==> src/rtl/exec_hazard_sequencer.sv <==
// Execute-stage hazard control: operand forwarding, load-use/branch stall-flush, iterative mul/div sequencing.
// Optional HAZARD_PERF_EN adds free-running stall/flush performance counters.
module exec_hazard_sequencer #(
  parameter int unsigned MD_TIMEOUT = 64,
  parameter logic [1:0]  LOAD_SRC   = 2'b01
) (
  input  logic       clk,
  input  logic       rst,
  input  logic [4:0] Rs1D,
  input  logic [4:0] Rs2D,
  input  logic [4:0] Rs1E,
  input  logic [4:0] Rs2E,
  input  logic [4:0] RdE,
  input  logic [4:0] RdM,
  input  logic [4:0] RdW,
  input  logic       RegWriteM,
  input  logic       RegWriteW,
  input  logic [1:0] ResultSrcE,
  input  logic       PCSrcE,
  input  logic       MulDivE,
  input  logic       MdDone,
  output logic [1:0] ForwardAE,
  output logic [1:0] ForwardBE,
  output logic       StallF,
  output logic       StallD,
  output logic       StallE,
  output logic       FlushD,
  output logic       FlushE,
  output logic       FlushM,
  output logic       MdStart,
  output logic       MdErr
`ifdef HAZARD_PERF_EN
  ,
  output logic [31:0] PerfStallCnt,
  output logic [31:0] PerfFlushCnt
`endif
);

  typedef enum logic [1:0] {IDLE, BUSY, DONE} md_state_t;

  localparam logic [7:0] TO_LAST = 8'(MD_TIMEOUT - 1);

  md_state_t  state_q;
  logic [7:0] cnt_q;
  logic       err_q;
  logic       lw_stall;
  logic       md_hold;

  // M-stage result is younger than W, so it wins; x0 is hardwired and never forwarded.
  function automatic logic [1:0] fwd_sel(input logic [4:0] rs, input logic wm, input logic [4:0] rdm,
                                         input logic ww, input logic [4:0] rdw);
    if (wm && rdm != 5'd0 && rs == rdm)      return 2'b10;
    else if (ww && rdw != 5'd0 && rs == rdw) return 2'b01;
    else                                     return 2'b00;
  endfunction

  assign ForwardAE = fwd_sel(Rs1E, RegWriteM, RdM, RegWriteW, RdW);
  assign ForwardBE = fwd_sel(Rs2E, RegWriteM, RdM, RegWriteW, RdW);

  assign lw_stall = (ResultSrcE == LOAD_SRC) && (RdE != 5'd0) && ((Rs1D == RdE) || (Rs2D == RdE));

  // Start is issued from IDLE in the same cycle the instruction sits in E; a taken branch squashes it.
  assign MdStart = (state_q == IDLE) && MulDivE && !PCSrcE && !rst;
  assign md_hold = MdStart || (state_q == BUSY);
  assign MdErr   = err_q;

  always_comb begin
    StallF = 1'b0;
    StallD = 1'b0;
    StallE = 1'b0;
    FlushD = 1'b0;
    FlushE = 1'b0;
    FlushM = 1'b0;
    if (md_hold) begin
      StallF = 1'b1;
      StallD = 1'b1;
      StallE = 1'b1;
      FlushM = 1'b1;
    end else if (PCSrcE) begin
      FlushD = 1'b1;
      FlushE = 1'b1;
    end else if (lw_stall) begin
      StallF = 1'b1;
      StallD = 1'b1;
      FlushE = 1'b1;
    end
  end

  always_ff @(posedge clk) begin
    if (rst) begin
      state_q <= IDLE;
      cnt_q   <= 8'd0;
      err_q   <= 1'b0;
    end else begin
      case (state_q)
        IDLE: if (MdStart) begin
          state_q <= BUSY;
          cnt_q   <= 8'd0;
        end
        BUSY: begin
          // A real completion takes precedence over a coincident timeout.
          if (MdDone) begin
            state_q <= DONE;
          end else if (cnt_q == TO_LAST) begin
            state_q <= DONE;
            err_q   <= 1'b1;
          end else if (cnt_q != 8'hFF) begin
            cnt_q <= cnt_q + 8'd1;
          end
        end
        DONE:    state_q <= IDLE;
        default: state_q <= IDLE;
      endcase
    end
  end

`ifdef HAZARD_PERF_EN
  logic [31:0] perf_stall_q;
  logic [31:0] perf_flush_q;

  always_ff @(posedge clk) begin
    if (rst) begin
      perf_stall_q <= 32'd0;
      perf_flush_q <= 32'd0;
    end else begin
      if (StallF)           perf_stall_q <= perf_stall_q + 32'd1;
      if (FlushE || FlushM) perf_flush_q <= perf_flush_q + 32'd1;
    end
  end

  assign PerfStallCnt = perf_stall_q;
  assign PerfFlushCnt = perf_flush_q;
`endif

endmodule

==> config.mk <==
export PLATFORM = sky130hd
export DESIGN_NAME = exec_hazard_sequencer
export DESIGN_NICKNAME = d
export VERILOG_FILES = /design/src/rtl/exec_hazard_sequencer.sv
export SDC_FILE = /design/constraint.sdc
export NUM_CORES = 1
export LEC_CHECK = 0
export ABC_AREA = 1
export CORE_UTILIZATION = 37
export CTS_CLUSTER_DIAMETER = 30
export CTS_CLUSTER_SIZE = 16
export DETAILED_ROUTE_END_ITERATION = 8
export PLACE_DENSITY_LB_ADDON = 0.08
export SYNTH_ARGS = -nofsm -noshare
export SYNTH_HDL_FRONTEND = slang
export SYNTH_SLANG_ARGS = --single-unit
export TNS_END_PERCENT = 30
==> constraint.sdc <==
create_clock -name clk -period 1.7 [get_ports clk]
set_clock_uncertainty 0.15 [all_clocks]
set_input_delay 0.425 -clock clk [delete_from_list [all_inputs] [get_ports clk]]
set_output_delay 0.425 -clock clk [all_outputs]
set_load 0.03 [all_outputs]
==> results.toml <==
[run_status]
violations = "DRC, setup timing"
status = "finished with violations"

[global_routing]
grt_use_total_pct = 21.40
overflow = 0
antenna_found_initial = 0
grt_pass1_wl_mm = 5.692
grt_max_degree = 12
grt_pass1_vias = 1379

[route]
drc = 2
viasPerCell = 4.930
dr.pass1.iters = 6
num_vias = 1469
routed_wl_mm = 3.940
drtIter0Drc = 30
wire_per_inst_um = 13.22
final_antenna_net_count = 0

[clocking]
clk_pin_slew_ps = 70
cts_max_level = 1
cts_sinks = 11
cts-root-buf = "clkbuf_4"
clockBufferDepth = 2
cts_made_buffers = 3
clock_latency_ps = 270
cts_tree = "yes"

[sta]
holdWs_ps = 306.7
slew_headroom_pct = 80.55
setup_ws_ps = -207.1
fin_crit_sh_pct = 112.2
hold_violations = 0
slew_violations = 0
post-route-min-period_ps = 1907
max_freq_mhz = 524.4
fin_setup_tns_ps = -1258
rsz0062_at_grt = "yes"
worstMarginPinSlew_ps = 292.9
finalSetupViolCount = 10

[die]
die-area_um2 = 3345
ioPinCount = 56
start_util_pct = 40.44
die_x_um = 57.84
fp.dieH_um = 57.84
num_rows = 19
placeableCoreArea_um2 = 2853

[final_layout]
n_antenna_cell = 0
layout_commonest_cell = "nand2_1"
final_cell_mix = "nand2_1, buf_6, nor2_1"
fin_cells = 298
drive_gt1_share_pct = 50.19
final_util_pct = 78.11
fill_cells = 193
fin_area_um2 = 2228
multi_input_area_um2 = 1110
area_delta_synth_final_pct = 93.17
final_nets = 313
ff_latch_area_um2 = 221.5

[worst_setup_path]
start_kind = "primary input"
worst_r2r_startpoint = "cnt_q[1]"
end_kind = "output pin"
critPathKind = "in -> out"
crit_arrival_ps = 1330
cp.required_ps = 1120
critPathLaunch = "Rs1E[1]"
worstPathMaxFanout = 2

[logic_synthesis]
syn_area_um2 = 1154
syn-mean-instance-area_um2 = 5.886
ys_seq_elements = 11
seq_area_frac_synth_pct = 19.09
syn-num-nets = 241
synth_cell_types = 23
syn-instance-count = 196
ys_warn_count = 0

[worst_hold_path]
hold_class = "reg -> reg"
min_from = "MdErr"

[power]
p_leak_nw = 1.034
p_per_area_nw_per_um2 = 423.8
peakVddDrop_v = 0.0002159

[place]
dp.cells = 292
port_buffers = 55
dp_hpwl_mm = 2.497
placed_area_um2 = 1866
globalplace.congestion = 0.8489

[job]
maxCapViolCount = 0
==> path summary, 6_finish.rpt <==
kind	end	slack, ps	cells past startpoint
max reg2reg	cnt_q[5]	100	8
min	MdErr	310	2
min reg2reg	MdErr	310	2
max	ForwardAE[0]	-210	6
==> logic make-up after synthesis <==
logic type,share of synthesized area [%]
compound gates,5.423
fa+ha+maj,1.084
simple gates,45.55
flops,19.09
buf+inv,11.39
xor+xnor,17.46
==> area by class of cell <==
type / instances / area share (%)
Tap cell: 31 / 1.741
Clock buffer: 4 / 1.179
Multi-Input combinational cell: 154 / 49.80
Timing Repair Buffer: 70 / 32.06
Inverter: 28 / 5.278
Sequential cell: 11 / 9.938
==> layer usage <==
metal,track usage (%),part of all wire [%]
met1,25.62,40
met3,1.786,4.2
met5,0,0
met4,7.823,1.3
met2,39.57,54
==> cells in the mapped netlist <==
cell	number	area, um^2
dfxtp_1	11	220.2
xor2_1	6	52.55
buf_4	2	15.01
o21ai_0	5	25.02
nand3_2	1	10.01
inv_2	2	7.510
nand2_2	1	6.260
nor2_2	2	12.51
a21oi_1	6	30.03
buf_6	1	11.26
a21boi_0	1	7.510
nand4_1	6	37.54
nor2_4	1	11.26
nand2_4	2	22.52
nand3_1	16	80.08
xnor2_1	17	148.9
nor3_1	3	15.01
nor3b_1	1	7.510
nand3b_1	1	7.510
ha_1	1	12.51
nor2_1	31	116.4
inv_1	26	97.59
nand2_1	53	198.9
==> repair_timing <==
action / in CTS / in global routing
endpoints found under the hold margin: 0 / 0
setup buffers: 2 / 0
endpoints found under the setup margin: 20 / 11
gates cloned: 0 / 0
resized for setup: 231 / 47
hold buffers: 0 / 0
pin swaps: 54 / 33
==> power breakdown <==
group / total, mW / internal [mW] / switching, mW / leakage, nW
logic: 0.492 / 0.256 / 0.235 / 0.930
clock network: 0.182 / 0.0907 / 0.0917 / 0.0150
registers: 0.270 / 0.264 / 0.00595 / 0.0895
==> per-stage QoR <==
step	setup slack [ps]	total power, mW
final	-207.1	0.9444
after global routing	-235.5	0.9905
after CTS	-134.8	0.8728
after detailed placement	-603.0	0.6454
after global placement	-589.7	0.6436
after floorplan	-64.50	0.4680
==> flip-flops by register name, summed over array words and instances, names as in the netlist <==
| register | cells |
|---|---|
| state_q | 2 |
| cnt_q | 8 |
| MdErr | 1 |
==> critical path: stages <==
cell     delay [ps]
buf_2           120
xnor2_1         220
nand2_1         150
nor3_4          210
nor2_4           70
buf_6           140
Power figures use the tool's default switching activity.
